**src/rtl/divider_pkg.sv**
```systemverilog
// Shared constants and types for the sequential restoring divider.
package divider_pkg;

    localparam int DW    = 32;
    localparam int CNT_W = 6;

    typedef enum logic [1:0] {
        IDLE,
        CALC,
        FIX
    } div_state_t;

    localparam logic [DW-1:0] DIVZ_QUOT = 32'hFFFF_FFFF;

endpackage

```
**src/rtl/adder_RCA_33b.sv**
```systemverilog
// 33-bit ripple-carry adder, one full-adder cell per bit.
module adder_RCA_33b (
    input  logic [32:0] A_i,
    input  logic [32:0] B_i,
    input  logic        C_i,
    output logic [32:0] S_o,
    output logic        C_o
);

    logic carry;

    always_comb begin
        carry = C_i;
        S_o   = '0;
        for (int i = 0; i < 33; i++) begin
            S_o[i] = A_i[i] ^ B_i[i] ^ carry;
            carry  = (A_i[i] & B_i[i]) | (carry & (A_i[i] ^ B_i[i]));
        end
        C_o = carry;
    end

endmodule

```
**src/rtl/subtractor_33b.sv**
```systemverilog
// 33-bit subtractor: a - b as a + ~b + 1; borrow is the inverted carry-out.
module subtractor_33b (
    input  logic [32:0] a,
    input  logic [32:0] b,
    output logic [32:0] diff,
    output logic        borrow
);

    logic carry_out;

    adder_RCA_33b u_adder (
        .A_i (a),
        .B_i (~b),
        .C_i (1'b1),
        .S_o (diff),
        .C_o (carry_out)
    );

    assign borrow = ~carry_out;

endmodule

```
**src/rtl/divider_seq.sv**
```systemverilog
// Sequential 32b/32b restoring divider, signed or unsigned, one quotient bit per clock.
// start/busy/valid handshake: EN_i is accepted only while BUSY_o=0; VALID_o marks held results.
module divider_seq
    import divider_pkg::*;
(
    input  logic          CLK_i,
    input  logic          RSTN_i,
    input  logic          EN_i,
    input  logic          SIGNED_i,
    input  logic [DW-1:0] DIN1_i,
    input  logic [DW-1:0] DIN2_i,
    output logic          BUSY_o,
    output logic          VALID_o,
    output logic [DW-1:0] QUOT_o,
    output logic [DW-1:0] REM_o,
    output logic          DIVZ_o,
    output div_state_t    STATE_o
);

    div_state_t       state;
    div_state_t       state_nxt;
    logic [CNT_W-1:0] cnt;
    logic             sign_q;
    logic             sign_r;
    logic             divz;
    logic [DW-1:0]    dvd;
    logic [DW-1:0]    dsr_mag;
    logic [DW-1:0]    quot;
    logic [DW:0]      rem;
    logic [DW:0]      shifted;
    logic [DW:0]      trial;
    logic             borrow;
    logic             rem_msb_unused;

    function automatic logic [DW-1:0] cond_neg(input logic [DW-1:0] v, input logic neg);
        return neg ? (~v + DW'(1)) : v;
    endfunction

    // The remainder stays below the divisor, so its top bit never feeds the next shift.
    assign shifted        = {rem[DW-1:0], quot[DW-1]};
    assign rem_msb_unused = rem[DW];

    subtractor_33b u_sub (
        .a      (shifted),
        .b      ({1'b0, dsr_mag}),
        .diff   (trial),
        .borrow (borrow)
    );

    always_ff @(posedge CLK_i or negedge RSTN_i) begin
        if (!RSTN_i) begin
            state <= IDLE;
        end else begin
            state <= state_nxt;
        end
    end

    always_comb begin
        state_nxt = state;
        case (state)
            IDLE:    if (EN_i) state_nxt = CALC;
            CALC:    if (cnt == CNT_W'(DW - 1)) state_nxt = FIX;
            FIX:     state_nxt = IDLE;
            default: state_nxt = IDLE;
        endcase
    end

    assign BUSY_o  = (state != IDLE);
    assign STATE_o = state;

    always_ff @(posedge CLK_i or negedge RSTN_i) begin
        if (!RSTN_i) begin
            cnt     <= '0;
            sign_q  <= 1'b0;
            sign_r  <= 1'b0;
            divz    <= 1'b0;
            dvd     <= '0;
            dsr_mag <= '0;
            quot    <= '0;
            rem     <= '0;
            VALID_o <= 1'b0;
            QUOT_o  <= '0;
            REM_o   <= '0;
            DIVZ_o  <= 1'b0;
        end else begin
            case (state)
                IDLE: begin
                    if (EN_i) begin
                        sign_q  <= SIGNED_i & (DIN1_i[DW-1] ^ DIN2_i[DW-1]);
                        sign_r  <= SIGNED_i & DIN1_i[DW-1];
                        divz    <= (DIN2_i == '0);
                        dvd     <= DIN1_i;
                        quot    <= cond_neg(DIN1_i, SIGNED_i & DIN1_i[DW-1]);
                        dsr_mag <= cond_neg(DIN2_i, SIGNED_i & DIN2_i[DW-1]);
                        rem     <= '0;
                        cnt     <= '0;
                        VALID_o <= 1'b0;
                    end
                end
                CALC: begin
                    rem  <= borrow ? shifted : trial;
                    quot <= {quot[DW-2:0], ~borrow};
                    cnt  <= cnt + CNT_W'(1);
                end
                FIX: begin
                    QUOT_o  <= divz ? DIVZ_QUOT : cond_neg(quot, sign_q);
                    REM_o   <= divz ? dvd : cond_neg(rem[DW-1:0], sign_r);
                    DIVZ_o  <= divz;
                    VALID_o <= 1'b1;
                end
                default: ;
            endcase
        end
    end

endmodule

```
**config.mk**
```make
export PLATFORM = sky130hd
export DESIGN_NAME = divider_seq
export DESIGN_NICKNAME = d
export VERILOG_FILES = /design/src/rtl/divider_pkg.sv /design/src/rtl/adder_RCA_33b.sv /design/src/rtl/subtractor_33b.sv /design/src/rtl/divider_seq.sv
export SDC_FILE = /design/constraint.sdc
export NUM_CORES = 1
export LEC_CHECK = 0
export BUFFER_PORTS_ARGS = -buffer_cell sky130_fd_sc_hd__buf_2
export CAP_MARGIN = 15
export CORE_AREA = 3 3 178 180
export DETAILED_ROUTE_END_ITERATION = 8
export DIE_AREA = 0 0 181 183
export PLACE_DENSITY = 0.62
export SYNTH_ARGS = -nofsm -noshare
export SYNTH_HDL_FRONTEND = slang
export SYNTH_SLANG_ARGS = --single-unit
```
**constraint.sdc**
```tcl
create_clock -name CLK_i -period 12.9 [get_ports CLK_i]
set_clock_uncertainty 0.1 [all_clocks]
set_input_delay 2.58 -clock CLK_i [delete_from_list [all_inputs] [get_ports CLK_i]]
set_output_delay 2.58 -clock CLK_i [all_outputs]
set_load 0.02 [all_outputs]
```
# == Word level (Yosys, flattened, before mapping) ==
# Index checks and enable logic that the tools add are counted.
# totals
out_inout_bits,69
register_bits,205
in_bits,68
word_cells,222
# op_classes
muxes,18
n_reduce_logical,9
n_addsub,5
bitwise_logic,172
eq_ne,5
# op_table
operator,count
$mux W32,9
$add A32 B1 Y32 const B,4
$not A32 Y32,4
$pmux W32 S2,2
$and A1 B1 Y1,68
$xor A1 B1 Y1,65
$not A32 Y33,1
$or A1 B1 Y1,33
$logic_not A32 Y1,1
$pmux W6 S2,1
$reduce_and A2 Y1,4
$add A6 B1 Y6 const B,1
$eq A6 B5 Y1 const B,1
$mux W6,1
$reduce_bool A2 Y1,3
$mux W2,2
$ne A2 B2 Y1 const B,2
$pmux W2 S2,1
$eq A2 B1 Y1 const B,1
$eq A2 B2 Y1 const B,1
$logic_not A2 Y1,1
$pmux W1 S2,1
$mux W1,1
$not A1 Y1,1

# == Longest topological paths before layout ==
# Gate-level depths: netlist of the first run.
# depth
ltp_word,69
depth_mapped,41
mapped_depth_nobuf,40

# == Hierarchy ==
# A second synthesis of the first run with hierarchy kept.
# hier_totals
cells_unflattened,1347
area_unflattened_um2,12025.3
# modules_own_cells
module,cells_per_inst,seq_area_each_um2,area_each_um2,n_inst
divider_seq,1269,5129.9,11195.7,1
adder_RCA_33b,43,0.0,698.2,1
subtractor_33b,35,0.0,131.4,1

# == Worst setup path after synthesis of the first run ==
# OpenSTA, ideal clock, no wires.
# synth_path
kind,register to register
startpoint,reg quot[31]
endpoint,reg rem[24]
n_path_buf,1
period_less_slack_ps,13670
path_stages_with_launch,41
setup_slack_ps,-770
setup_time_ps,133
t_required_ps,12667
t_arrival_ps,13437
cell_sequence,dfrtp_1 inv_1 ha_1 inv_1 fa_1 inv_1 fa_1 inv_1 fa_1 fa_1 fa_1 fa_1 fa_1 fa_1 fa_1 fa_1 fa_1 fa_1 [... 5 more ...] fa_1 fa_1 fa_1 fa_1 fa_1 fa_1 fa_1 fa_1 fa_1 fa_1 fa_1 fa_1 fa_1 fa_1 nor2_1 clkbuf_1 mux2i_1 o21ai_0
# synth_via
elab_chain_len,68
word_cells_on_any_way,70
cone_classes,mux: 2; bitwise: 68
# synth_rtl
element,line_no,source
"start, declared",divider_seq.sv:28,logic [DW-1:0] quot;
"start signal, assigned",divider_seq.sv:93,"quot <= cond_neg(DIN1_i, SIGNED_i & DIN1_i[DW-1]);"
"start signal, assigned",divider_seq.sv:102,"quot <= {quot[DW-2:0], ~borrow};"
$and A1 B1 Y1 or $xor A1 B1 Y1 (tied branches),adder_RCA_33b.sv:17,carry = (A_i[i] & B_i[i]) | (carry & (A_i[i] ^ B_i[i]));
$or A1 B1 Y1 (*),adder_RCA_33b.sv:17,
$and A1 B1 Y1 (*),adder_RCA_33b.sv:17,
$or A1 B1 Y1 (*),adder_RCA_33b.sv:17,
$and A1 B1 Y1 (*),adder_RCA_33b.sv:17,
$or A1 B1 Y1 (*),adder_RCA_33b.sv:17,
$and A1 B1 Y1 (*),adder_RCA_33b.sv:17,
$or A1 B1 Y1 (*),adder_RCA_33b.sv:17,
[... 52 more ...],--,
$and A1 B1 Y1,adder_RCA_33b.sv:17,
$or A1 B1 Y1,adder_RCA_33b.sv:17,
$and A1 B1 Y1,adder_RCA_33b.sv:17,
$or A1 B1 Y1,adder_RCA_33b.sv:17,
$and A1 B1 Y1,adder_RCA_33b.sv:17,
$or A1 B1 Y1,adder_RCA_33b.sv:17,
$mux W32 (*),divider_seq.sv:101,rem <= borrow ? shifted : trial;
$pmux W32 S2 (*),divider_seq.sv:86,case (state)
"end signal, assigned",divider_seq.sv:101,
"end, declared",divider_seq.sv:29,logic [DW:0] rem;
# Mark *: on every way between the ends. The rest lies on a longest branch, timed or not.
# A chain may end at the register's enable or synchronous reset.

# == Final worst setup path of the first run ==
# layout_path
startpoint,reg quot[31]
endpoint,reg rem[11]
# layout_via
elab_chain_len,68
word_cells_on_any_way,70
cone_classes,mux: 2; bitwise: 68
# layout_rtl
element,line_no
$and A1 B1 Y1 or $xor A1 B1 Y1 (tied branches),adder_RCA_33b.sv:17
$or A1 B1 Y1 (*),adder_RCA_33b.sv:17
$and A1 B1 Y1 (*),adder_RCA_33b.sv:17
$or A1 B1 Y1 (*),adder_RCA_33b.sv:17
$and A1 B1 Y1 (*),adder_RCA_33b.sv:17
$or A1 B1 Y1 (*),adder_RCA_33b.sv:17
$and A1 B1 Y1 (*),adder_RCA_33b.sv:17
$or A1 B1 Y1 (*),adder_RCA_33b.sv:17
[... 52 more ...],--
$and A1 B1 Y1,adder_RCA_33b.sv:17
$or A1 B1 Y1,adder_RCA_33b.sv:17
$and A1 B1 Y1,adder_RCA_33b.sv:17
$or A1 B1 Y1,adder_RCA_33b.sv:17
$and A1 B1 Y1,adder_RCA_33b.sv:17
$or A1 B1 Y1,adder_RCA_33b.sv:17
$mux W32 (*),divider_seq.sv:101
$pmux W32 S2 (*),divider_seq.sv:86
# Marks and branches as above.

==> impl_summary.log, run 1 <==
INFO  metric status = completed
INFO  metric cts_inserted_buffers = 24
INFO  metric die_area = 33100 µm²
INFO  metric clockBufferDepth = 3
INFO  metric yosys_warnings = 0
INFO  metric end_kind = flip-flop
INFO  metric cp_common_cell = sky130_fd_sc_hd__fa_2
INFO  metric dr_total_vias = 10333
INFO  metric grt_remaining_overflow = 0
INFO  metric port_buffers = 136
INFO  metric met2_wirelength = 16100 µm
INFO  metric timing_worst_setup_path_type = reg2reg
INFO  metric distinct_cell_type_count_after_synthesis = 59
INFO  metric floorplan.core_area = 30300 µm²
INFO  metric critical_path.max_fanout = 9
INFO  metric tritoncts = yes
INFO  metric critical-path-slowest-cell = sky130_fd_sc_hd__fa_2
INFO  metric yosys_most_used_dff = sky130_fd_sc_hd__dfrtp_1
INFO  metric route.detailed.wl_per_inst = 18.3 µm
INFO  metric die_width = 181 µm
INFO  metric max_freq = 0.0800 GHz
INFO  metric synth-async-reset-ratio = 100%
INFO  metric start_util = 39.8%
INFO  metric m1WireLength = 15400 µm
INFO  metric maxCapViolCount = 0
INFO  metric clock_latency = 0.52 ns
INFO  metric post_synthesis_instance_area = 12100 µm²
INFO  metric global_route_usage_sum = 20.2%
INFO  metric fin_crit_sh = 96.9%
INFO  metric io-pin-count = 137
INFO  metric postLayoutCellArea = 14100 µm²
INFO  metric nets = 1531
INFO  metric most_frequent_standard_cell_in_the_layout_excluding_fill_and_tap_cells = sky130_fd_sc_hd__dfrtp_1
INFO  metric synth-seq-area-share = 42.4%
INFO  metric clkSlewWorstSetupHoldPaths = 0.06 ns
INFO  metric initial_antenna_violation_count = 1
INFO  metric grt_first_pass_wirelength = 55300 µm
INFO  metric hold_path_class = reg2reg
INFO  metric timing_hold_violations_final = 0
INFO  metric critPathArrivalTime = 12.80 ns
INFO  metric route.antenna.remaining_nets = 0
INFO  metric slew_violations = 0
INFO  metric synthesis.area_per_instance = 9.03 µm²
INFO  metric post_cts_hold_buffer_count = 0
INFO  metric worst_path_largest_cell_delay = 0.42 ns
INFO  metric slew_headroom = 36.0%
INFO  metric clock-sinks = 205
INFO  metric detailroute.wirelength.met3 = 1510 µm
INFO  metric uppermost_routed_layer = met4
INFO  metric routed_wl = 33800 µm
INFO  metric postSynthRegisterBits = 205
INFO  metric count_of_flip_flops_with_a_built_in_enable_after_synthesis = 0
INFO  metric timing.final.setup_violations = 0
INFO  metric final_period_minus_worst_setup_slack = 12.50 ns
INFO  metric static-leakage-power = 5.88 nW
INFO  metric rows = 64
INFO  metric worst_pin_slew = 0.960 ns
INFO  metric cts-root-buf = sky130_fd_sc_hd__clkbuf_16
INFO  metric powerDensity = 218 nW/µm²
INFO  metric gpl.final_weighted_congestion = 0.834
INFO  metric layout.cells.most_common_list = 205 x sky130_fd_sc_hd__dfrtp_1, 178 x sky130_fd_sc_hd__nand2_1, 135 x sky130_fd_sc_hd__buf_2
INFO  metric drt-pass1-iter-count = 5
INFO  metric number_of_global_route_vias_before_repair = 10128
INFO  metric critical_path.startpoint_type = flip-flop
INFO  metric drt_first_iter_violations = 1011
INFO  metric required_time_of_the_critical_path = 13.20 ns
INFO  metric netlist_instances = 1338
INFO  metric postSynthNetCount = 1443
INFO  metric placed_area = 13100 µm²
INFO  metric whs = 0.374 ns
INFO  metric final_layout_size_suffix_gt1_share = 17.3%
INFO  metric power.ir.vdd_worst = 101 µV
INFO  metric die_h = 183 µm
INFO  metric routed_via_density = 5.61
INFO  metric h-tree-depth = 1
INFO  metric dp.final_hpwl = 23800 µm
INFO  metric synthToLayoutAreaGrowth = 16.3%
INFO  metric grt_max_degree = 96
INFO  metric detail_route.drc_violations = 0
## stage by stage
stage	util [%]	power, W	cells	setup TNS, ns	worst slack, ns
finish	46.3	0.00307	1841	0	0.395
global route	46.3	0.00332	1841	-0.0795	-0.0314
CTS	46.2	0.00307	1839	0	0.0293
detailed placement	43.2	0.00233	1793	-12.21	-0.410
global placement	43.2	0.00228	1793	-7.04	-0.234
floorplan	-	0.00194	1338	0	0.0376
## power by group
| part | leakage, nW | switching (W) | internal, W | total, W |
|---|---|---|---|---|
| Clock | 0.400 | 0.000275 | 0.000424 | 0.000699 |
| Sequential | 2.41 | 0.000306 | 0.000880 | 0.00119 |
| Combinational | 3.07 | 0.000635 | 0.000546 | 0.00118 |
| Total | 5.88 | 0.00122 | 0.00185 | 0.00307 |
## what timing repair did
| item | CTS | global route |
|---|---|---|
| gates resized for setup | 12 | 11 |
| setup endpoints to repair | 33 | 33 |
| cloned | 1 | 0 |
| buffers inserted | 1 | 0 |
| pin swaps | 1 | 5 |
## flip-flops by register name, indices dropped and copies added, names as in the netlist, 2 cells and up
signal and cells:
QUOT_o 32, REM_o 32, dsr_mag 32, dvd 32
quot 32, rem 32, cnt 6, STATE_o 2
## Yosys cell counts (21+ instances only)
cell type                  instances  area (µm²)
sky130_fd_sc_hd__xnor2_1          21         184
sky130_fd_sc_hd__a21oi_1          79         395
sky130_fd_sc_hd__nor2_1          106         398
sky130_fd_sc_hd__fa_1             31         621
sky130_fd_sc_hd__mux2i_1          51         510
sky130_fd_sc_hd__o41ai_1          24         210
sky130_fd_sc_hd__clkbuf_1         78         293
sky130_fd_sc_hd__o21ai_0         125         626
sky130_fd_sc_hd__nand3_1          51         255
sky130_fd_sc_hd__o31ai_1          26         195
sky130_fd_sc_hd__inv_1            44         165
sky130_fd_sc_hd__xor2_1           68         596
sky130_fd_sc_hd__dfrtp_1         205        5130
sky130_fd_sc_hd__nand2_1         178         668
## routing by layer
metal | track usage, % | vias up
met5 | 0 | -
met4 | 4.69 | 0
met3 | 2.14 | 53
met2 | 33.3 | 244
met1 | 28.9 | 5108
li1 | - | 4928
## critical path: cells and delay by family (launching register included)
family	cells	cell delay (ns)
AO/OA/AOI/OAI	1	0.09
flip-flops	1	0.38
adder cells (fa/ha/maj)	32	10.98
multiplexers	1	0.16
buffers and inverters	6	0.51
AND/OR/NAND/NOR	1	0.21
## kinds of logic after synthesis
kind of cell             after synthesis  share of synthesized area (%)
AND/OR/NAND/NOR                      478                           19.3
AO/OA/AOI/OAI                        339                           17.4
flip-flops                           205                           42.4
buffers and inverters                139                           4.42
XOR/XNOR                              89                           6.45
multiplexers                          51                           4.22
adder cells (fa/ha/maj)               37                           5.76
## final timing paths
| kind | from | to | slack [ns] | depth (start not counted) |
|---|---|---|---|---|
| max | quot[31]$_DFFE_PN0P_ | rem[11]$_DFFE_PN0P_ | 0.40 | 41 |
| min | dvd[6]$_DFFE_PN0P_ | dvd[6]$_DFFE_PN0P_ | 0.37 | 2 |
| max reg2reg | quot[31]$_DFFE_PN0P_ | rem[11]$_DFFE_PN0P_ | 0.40 | 41 |
| min reg2reg | dvd[6]$_DFFE_PN0P_ | dvd[6]$_DFFE_PN0P_ | 0.37 | 2 |
| max in group asynchronous | RSTN_i | cnt[1]$_DFFE_PN0P_ | 8.61 | 3 |
| min in group asynchronous | RSTN_i | DIVZ_o$_DFFE_PN0P_ | 1.93 | 1 |
## area by class of cell
class | count | area (µm²)
Inverter | 44 | 165
Sequential cell | 205 | 5130
Timing Repair Buffer | 157 | 917
Clock buffer | 36 | 717
Tap cell | 396 | 495
Multi-Input combinational cell | 994 | 6530
Antenna cell | 1 | 2.50
Fill cell | 2920 | 16300
Clock inverter | 8 | 96.3
Note: power is estimated with default switching activity, not from simulation.
==> run 2: changes to the inputs <==
--- a/config.mk
+++ b/config.mk
@@ -5,11 +5,12 @@
 export SDC_FILE = /design/constraint.sdc
 export NUM_CORES = 1
 export LEC_CHECK = 0
+export ABC_AREA = 1
 export BUFFER_PORTS_ARGS = -buffer_cell sky130_fd_sc_hd__buf_2
 export CAP_MARGIN = 15
-export CORE_AREA = 3 3 178 180
+export CORE_AREA = 3 3 182 184
 export DETAILED_ROUTE_END_ITERATION = 8
-export DIE_AREA = 0 0 181 183
+export DIE_AREA = 0 0 185 187
 export PLACE_DENSITY = 0.62
 export SYNTH_ARGS = -nofsm -noshare
 export SYNTH_HDL_FRONTEND = slang
==> run 2 against run 1 <==
  * Design area is 3.9% higher
  * Synthesized cell count grew 27%
  * Utilization about the same
  * Sequential power shrank 13%
  * Critical path type unchanged
==> impl_summary.log, run 2 <==
INFO  metric floorplan.core_area = 31600 µm² (+4.0%)
INFO  metric synthesis.area_per_instance = 7.46 µm² (-17%)
INFO  metric max_freq = 0.0801 GHz (+0.11%)
INFO  metric synth_simple_gate_area_share = 29.7% (+10 points)
INFO  metric initial_antenna_violation_count = 1 (unchanged)
INFO  metric static-leakage-power = 6.99 nW (+19%)
INFO  metric totalNegativeSetupSlack = 0 ns (unchanged)
INFO  metric dp.final_hpwl = 28200 µm (+18%)
INFO  metric nets = 1914 (+25%)
INFO  metric synth-async-reset-ratio = 100% (unchanged)
INFO  metric post_synthesis_instance_area = 12700 µm² (+4.7%)
INFO  metric distinct_cell_type_count_after_synthesis = 49 (-17%)
INFO  metric synth_adder_area_share = 5.50% (-0.26 points)
INFO  metric routed_via_density = 5.25 (-6.4%)
INFO  metric rows = 65 (+1.6%)
INFO  metric end_kind = flip-flop
INFO  metric main_combinational_cell_family_by_area_after_synthesis = simple AND/OR/NAND/NOR gates
INFO  metric grt_max_degree = 124 (+29%)
INFO  metric post_synth_mux_area_share = 0% (-4.2 points)
INFO  metric io-pin-count = 137 (unchanged)
INFO  metric clockBufferDepth = 3 (unchanged)
INFO  metric synth-compound-area-share = 13.3% (-4.2 points)
INFO  metric synth_xor_xnor_area_share = 2.35% (-4.1 points)
INFO  metric status = completed
INFO  metric timing.final.setup_violations = 0 (unchanged)
INFO  metric whs = 0.375 ns (+0.00116 ns)
INFO  metric layout.cells.most_common_list = 366 x sky130_fd_sc_hd__nand2_1, 217 x sky130_fd_sc_hd__nor2_1, 205 x sky130_fd_sc_hd__dfrtp_1
INFO  metric count_of_flip_flops_with_a_built_in_enable_after_synthesis = 0 (unchanged)
INFO  metric synth.area.top_cells = sky130_fd_sc_hd__dfrtp_1 41%, sky130_fd_sc_hd__nand2_1 11%, sky130_fd_sc_hd__nand3_1 7.4%
INFO  metric placed_area = 13700 µm² (+4.4%)
INFO  metric die_width = 185 µm (+2.2%)
INFO  metric postSynthNetCount = 1803 (+25%)
INFO  metric clkSlewWorstSetupHoldPaths = 0.06 ns (about the same)
INFO  metric synth.most_common_cell = sky130_fd_sc_hd__nand2_1
INFO  metric yosys_most_used_dff = sky130_fd_sc_hd__dfrtp_1
INFO  metric port_buffers = 136 (unchanged)
INFO  metric synth.top_cell.area_share = 40.5% (-1.9 points)
INFO  metric critical_path.max_fanout = 31 (+22)
INFO  metric die_h = 187 µm (+2.2%)
INFO  metric unrepaired_setup_endpoints_after_global_routing = no
INFO  metric final.setup.worst_slack = 0.409 ns (+0.0134 ns)
INFO  metric gpl.final_weighted_congestion = 0.923 (+11%)
INFO  metric die_area = 34600 µm² (+4.4%)
INFO  metric synthToLayoutAreaGrowth = 15.3%
INFO  metric postSynthRegisterBits = 205 (unchanged)
INFO  metric worst_path_largest_cell_delay = 0.41 ns (about the same)
INFO  metric timing_hold_violations_final = 0 (unchanged)
INFO  metric number_of_global_route_vias_before_repair = 11485 (+13%)
INFO  metric cts_post_setup_buffers_inserted = 0 (-1)
INFO  metric final_layout_size_suffix_gt1_share = 14.6% (-2.7 points)
INFO  metric hold_path_class = reg2reg
INFO  metric critPathArrivalTime = 12.75 ns (-0.05 ns)
INFO  metric postLayoutCellArea = 14600 µm² (+3.9%)
INFO  metric powerDensity = 197 nW/µm² (-9.8%)
INFO  metric cp_common_cell = sky130_fd_sc_hd__fa_2
INFO  metric timing_worst_setup_path_type = reg2reg
INFO  metric netlist_instances = 1698 (+27%)
INFO  metric h-tree-depth = 1 (unchanged)
INFO  metric maxCapViolCount = 0 (unchanged)
INFO  metric global_route_usage_sum = 21.7% (+1.6 points)
INFO  metric synth_commonest_cells = 366 x sky130_fd_sc_hd__nand2_1, 218 x sky130_fd_sc_hd__nor2_1, 205 x sky130_fd_sc_hd__dfrtp_1
INFO  metric worst_pin_slew = 1.06 ns (+0.0949 ns)
INFO  metric routed_wl = 38000 µm (+13%)
INFO  metric critical_path.startpoint_type = flip-flop
INFO  metric synth_top_cell_by_area = sky130_fd_sc_hd__dfrtp_1
INFO  metric grt_remaining_overflow = 0 (unchanged)
INFO  metric drt_first_iter_violations = 733 (-27%)
INFO  metric dr_total_vias = 11711 (+13%)
INFO  metric slew_violations = 0 (unchanged)
INFO  metric cts_inserted_buffers = 25 (+4.2%)
INFO  metric clock-sinks = 205 (unchanged)
INFO  metric slew_headroom = 29.6% (-6.3 points)
INFO  metric final_period_minus_worst_setup_slack = 12.49 ns (-0.0134 ns)
INFO  metric fin_crit_sh = 96.8% (-0.10 points)
INFO  metric clock_latency = 0.53 ns (about the same)
INFO  metric synth-seq-area-share = 40.5% (-1.9 points)
INFO  metric required_time_of_the_critical_path = 13.16 ns (-0.04 ns)
INFO  metric drt-pass1-iter-count = 5 (unchanged)
INFO  metric grt_first_pass_wirelength = 61300 µm (+11%)
INFO  metric yosys_warnings = 0 (unchanged)
INFO  metric tritoncts = yes
INFO  metric start_util = 40.1% (+0.29 points)
INFO  metric critical-path-slowest-cell = sky130_fd_sc_hd__fa_2
INFO  metric cts-root-buf = sky130_fd_sc_hd__clkbuf_16
INFO  metric detail_route.drc_violations = 0 (unchanged)
INFO  metric route.antenna.remaining_nets = 0 (unchanged)
INFO  metric place_ws = -0.538 ns (-0.128 ns)
INFO  metric most_frequent_standard_cell_in_the_layout_excluding_fill_and_tap_cells = sky130_fd_sc_hd__nand2_1
INFO  metric power.ir.vdd_worst = 98.8 µV (-2.2%)
INFO  metric route.detailed.wl_per_inst = 17.1 µm (-7.0%)
INFO  metric finalPower = 0.00287 W (-6.3%)
==> run 2: layer usage <==
metal | up-vias | part of all wire (%) | global-route usage [%]
li1 | 5826 | - | -
met1 | 5477 | 44 | 29.7
met2 | 339 | 48 | 36.4
met3 | 69 | 4.8 | 2.33
met4 | 0 | 2.8 | 6.38
met5 | - | 0 | 0
==> run 2: final cells by class <==
cell class              count  area (µm²)
clock buffers              34         719
clock inverters            10         131
diodes                      1        2.50
multi-input cells        1221        6510
fillers                  3243       17000
well taps                 402         503
flip-flops and latches    205        5130
repair buffers            152         835
inverters                 204         768
==> run 2: critical path, delay by kind of cell, from the launching register on <==
kind                       cells  cell delay (ns)
adders and majority gates     32            11.00
DFF                            1             0.38
AOI/OAI and AO/OA              1             0.10
buffers and inverters          6             0.52
and+or+nand+nor                2             0.24
==> run 2: per-stage QoR <==
stage,utilization (%),std cells
global placement,43.4,2184
CTS,46.2,2228
detailed placement,43.4,2184
global route,46.3,2229
finish,46.3,2229
floorplan,-,1698
==> run 2: path summary, 6_finish.rpt <==
path,cells past startpoint,startpoint,slack (ns),endpoint
setup / recovery,41,quot[31]$_DFFE_PN0P_,0.41,rem[20]$_DFFE_PN0P_
min in group asynchronous,1,RSTN_i,2.10,QUOT_o[12]$_DFFE_PN0P_
hold / removal,2,VALID_o$_DFFE_PN0P_,0.37,VALID_o$_DFFE_PN0P_
setup reg to reg,41,quot[31]$_DFFE_PN0P_,0.41,rem[20]$_DFFE_PN0P_
hold reg to reg,2,VALID_o$_DFFE_PN0P_,0.37,VALID_o$_DFFE_PN0P_
max in group asynchronous,2,RSTN_i,8.89,dsr_mag[24]$_DFFE_PN0P_
==> run 2: logic make-up (layout without fill, tap and decap cells) <==
group / after synthesis / in the layout
flops: 205 / 205
other cells: 0 / 1
simple gates: 867 / 867
fa+ha+maj: 37 / 37
buf+inv: 272 / 400
xor+xnor: 34 / 34
compound gates: 283 / 283
==> run 2: timing repair <==
| item | 4_1_cts | 5_1_grt |
|---|---|---|
| pin swaps | 1 | 1 |
| setup endpoints to repair | 33 | 33 |
| hold buffers | 0 | 0 |
| resized for setup | 13 | 8 |
==> run 2: power by group <==
part,total [W],switching [W],internal [W],leakage [nW]
combinational,0.00112,0.000668,0.000450,4.12
sequential,0.00103,0.000205,0.000824,2.45
clock,0.000726,0.000277,0.000448,0.421
==> run 3: changes to the inputs <==
--- a/config.mk
+++ b/config.mk
@@ -5,13 +5,14 @@
 export SDC_FILE = /design/constraint.sdc
 export NUM_CORES = 1
 export LEC_CHECK = 0
-export ABC_AREA = 1
 export BUFFER_PORTS_ARGS = -buffer_cell sky130_fd_sc_hd__buf_2
 export CAP_MARGIN = 15
-export CORE_AREA = 3 3 182 184
+export CELL_PAD_IN_SITES_DETAIL_PLACEMENT = 1
+export CELL_PAD_IN_SITES_GLOBAL_PLACEMENT = 1
+export CORE_AREA = 3 3 178 180
 export DETAILED_ROUTE_END_ITERATION = 8
-export DIE_AREA = 0 0 185 187
-export PLACE_DENSITY = 0.62
+export DIE_AREA = 0 0 181 183
+export PLACE_DENSITY = 0.77
 export SYNTH_ARGS = -nofsm -noshare
 export SYNTH_HDL_FRONTEND = slang
 export SYNTH_SLANG_ARGS = --single-unit
==> run 3 against run 2 <==
  * Utilization rose by 0.20 points
  * Die area shrank 4.3%
  * Design area decreased by 3.4%
  * Maximum frequency decreased by 1.8%
  * Non-clock buffer count up 7
  * Combinational power is 13% higher
  * Critical path type unchanged
  * Highest routed layer is now met5
==> impl_summary.log, run 3 (synthesized netlist as in run 1, its figures left out) <==
INFO  metric status = completed
INFO  metric clockBufferDepth = 3 (unchanged)
INFO  metric initial_antenna_violation_count = 3 (+2)
INFO  metric nets = 1534 (-20%)
INFO  metric clkSlewWorstSetupHoldPaths = 0.06 ns (about the same)
INFO  metric end_kind = flip-flop
INFO  metric clock-sinks = 205 (unchanged)
INFO  metric crit_buf_inv = 6 (unchanged)
INFO  metric reg2reg_setup_slack = 0.18 ns (-0.23 ns)
INFO  metric timing.final.setup_violations = 0 (unchanged)
INFO  metric io-pin-count = 137 (unchanged)
INFO  metric critical_r2r_launch = quot[31]$_DFFE_PN0P_
INFO  metric die_width = 181 µm (-2.2%)
INFO  metric worst_path_largest_cell_delay = 0.42 ns (about the same)
INFO  metric dp.final_hpwl = 26000 µm (-7.7%)
INFO  metric grt_util_met2 = 36.7% (+0.29 points)
INFO  metric fin_crit_sh = 98.6% (+1.8 points)
INFO  metric hold_start = REM_o[4]$_DFFE_PN0P_
INFO  metric gpl.final_weighted_congestion = 0.829 (-10%)
INFO  metric cts-root-buf = sky130_fd_sc_hd__clkbuf_16
INFO  metric post_cts_hold_buffer_count = 0 (unchanged)
INFO  metric detail_route.drc_violations = 0 (unchanged)
INFO  metric floorplan.core_area = 30300 µm² (-3.8%)
INFO  metric required_time_of_the_critical_path = 13.16 ns (about the same)
INFO  metric clock_latency = 0.52 ns (about the same)
INFO  metric cp_common_cell = sky130_fd_sc_hd__fa_2
INFO  metric grt_first_pass_wirelength = 59300 µm (-3.3%)
INFO  metric hold_path_class = reg2reg
INFO  metric number_of_global_route_vias_before_repair = 10839 (-5.6%)
INFO  metric grt_remaining_overflow = 0 (unchanged)
INFO  metric die_area = 33100 µm² (-4.3%)
INFO  metric critical_path.startpoint_type = flip-flop
INFO  metric routed_via_density = 5.74 (+9.2%)
INFO  metric postLayoutCellArea = 14100 µm² (-3.4%)
INFO  metric most_frequent_standard_cell_in_the_layout_excluding_fill_and_tap_cells = sky130_fd_sc_hd__dfrtp_1
INFO  metric final_layout_size_suffix_gt1_share = 17.9% (+3.3 points)
INFO  metric place_ws = -0.505 ns (+0.0332 ns)
INFO  metric drt_first_iter_violations = 642 (-12%)
INFO  metric route.antenna.remaining_nets = 0 (unchanged)
INFO  metric worst_hold_path.endpoint = REM_o[4]$_DFFE_PN0P_
INFO  metric unrepaired_setup_endpoints_after_global_routing = yes
INFO  metric grtUsageMet1 = 29.9% (+0.27 points)
INFO  metric max_freq = 0.0786 GHz (-1.8%)
INFO  metric rr_worst_depth = 41 (unchanged)
INFO  metric h-tree-depth = 1 (unchanged)
INFO  metric synthToLayoutAreaGrowth = 16.7%
INFO  metric path_delay_family = adder cells
INFO  metric maxCapViolCount = 0 (unchanged)
INFO  metric drt-pass1-iter-count = 5 (unchanged)
INFO  metric worst_pin_slew = 1.08 ns (+0.0249 ns)
INFO  metric critical-path-slowest-cell = sky130_fd_sc_hd__fa_2
INFO  metric rows = 64 (-1.5%)
INFO  metric grt_max_degree = 95 (-23%)
INFO  metric worst_hold_path.num_cells = 2 (unchanged)
INFO  metric global_route_usage_sum = 21.7% (-0.025 points)
INFO  metric start_util = 39.8% (-0.29 points)
INFO  metric final.setup.worst_slack = 0.178 ns (-0.230 ns)
INFO  metric critical_path.reg2reg.endpoint = rem[11]$_DFFE_PN0P_
INFO  metric powerDensity = 225 nW/µm² (+14%)
INFO  metric layout.cells.most_common_list = 205 x sky130_fd_sc_hd__dfrtp_1, 178 x sky130_fd_sc_hd__nand2_1, 135 x sky130_fd_sc_hd__buf_2
INFO  metric static-leakage-power = 5.91 nW (-15%)
INFO  metric cts_inserted_buffers = 25 (unchanged)
INFO  metric final_period_minus_worst_setup_slack = 12.72 ns (+0.230 ns)
INFO  metric routed_wl = 37200 µm (-2.1%)
INFO  metric global_route.peak_usage_layer = met2
INFO  metric critical_path.max_fanout = 9 (-71%)
INFO  metric dr_total_vias = 10583 (-9.6%)
INFO  metric placed_area = 13100 µm² (-4.1%)
INFO  metric grtUsageMet3 = 2.86% (+0.52 points)
INFO  metric critPathArrivalTime = 12.98 ns (+0.23 ns)
INFO  metric power.ir.vdd_worst = 100 µV (+1.5%)
INFO  metric totalNegativeSetupSlack = 0 ns (unchanged)
INFO  metric slew_headroom = 28.0% (-1.7 points)
INFO  metric tritoncts = yes
INFO  metric die_h = 183 µm (-2.1%)
INFO  metric route.detailed.wl_per_inst = 20.2 µm (+18%)
INFO  metric port_buffers = 136 (unchanged)
INFO  metric slew_violations = 0 (unchanged)
INFO  metric timing_worst_setup_path_type = reg2reg
INFO  metric timing_hold_violations_final = 0 (unchanged)
-- run 3: changes by cell type in the layout (fill, tap and decap cells not counted), moves of 16 or more --
cell,delta
sky130_fd_sc_hd__a21oi_1,+50
sky130_fd_sc_hd__inv_1,-153
sky130_fd_sc_hd__mux2i_1,+48
sky130_fd_sc_hd__nand2_1,-188
sky130_fd_sc_hd__nand3_1,-137
sky130_fd_sc_hd__nand4_1,-19
sky130_fd_sc_hd__nor2_1,-113
sky130_fd_sc_hd__nor4_1,+16
sky130_fd_sc_hd__o22ai_1,-31
sky130_fd_sc_hd__o31ai_1,+23
sky130_fd_sc_hd__o41ai_1,+24
sky130_fd_sc_hd__xnor2_1,+18
sky130_fd_sc_hd__xor2_1,+37
-- run 3: worst max-delay path by stage --
stage,slack (ns),end,depth (start not counted),startpoint
2_1_floorplan,0.04,rem[25]$_DFFE_PN0P_,40,quot[31]$_DFFE_PN0P_
3_3_place_gp,-0.22,rem[31]$_DFFE_PN0P_,40,quot[31]$_DFFE_PN0P_
3_5_place_dp,-0.50,rem[11]$_DFFE_PN0P_,40,quot[31]$_DFFE_PN0P_
4_1_cts,0.002,rem[15]$_DFFE_PN0P_,41,quot[31]$_DFFE_PN0P_
5_1_grt,-0.15,rem[11]$_DFFE_PN0P_,41,quot[31]$_DFFE_PN0P_
6_report,0.18,rem[11]$_DFFE_PN0P_,41,quot[31]$_DFFE_PN0P_
-- run 3: worst reg2reg max path: cells and delay by family, from the launching register on --
kind            cells  cell delay (ns)
compound gates      1             0.12
flops               1             0.39
fa+ha+maj          32            11.08
simple gates        1             0.14
mux                 1             0.23
buf+inv             6             0.53
-- run 3: timing repair --
item,CTS,global route
setup buffers,2,0
gates cloned,1,1
endpoints found under the setup margin,33,33
gates resized for setup,12,16
pin swaps,1,3
-- run 3: per-stage QoR --
step	power (W)	std cells	util [%]	hold WS, ns
2_1_floorplan	0.00194	1338	-	0.338
3_3_place_gp	0.00229	1794	43.3	0.356
3_5_place_dp	0.00237	1794	43.3	0.362
4_1_cts	0.00314	1842	46.2	0.377
5_1_grt	0.00341	1844	46.5	0.404
6_report	0.00317	1844	46.5	0.372
-- run 3: metal layers --
metal | share of wire (%) | vias to the layer above | wire length, µm
met4 | 1.9 | 4 | 719
met3 | 4.2 | 62 | 1560
met5 | 0.067 | - | 25
met1 | 45 | 5371 | 16700
li1 | - | 4934 | -
met2 | 49 | 212 | 18300
-- run 3: where the power goes --
part | leakage [nW] | switching [W] | internal [W]
combinational | 3.08 | 0.000682 | 0.000583
sequential | 2.41 | 0.000318 | 0.000880
clock | 0.414 | 0.000282 | 0.000425
-- run 3: final cells by class --
type	count	area (µm²)
timing repair buffer	159	937
fill	3549	16200
multi-input combinational	994	6540
clock inverter	8	67.6
inverter	44	165
tap	396	495
sequential	205	5130
antenna	1	2.50
clock buffer	37	761
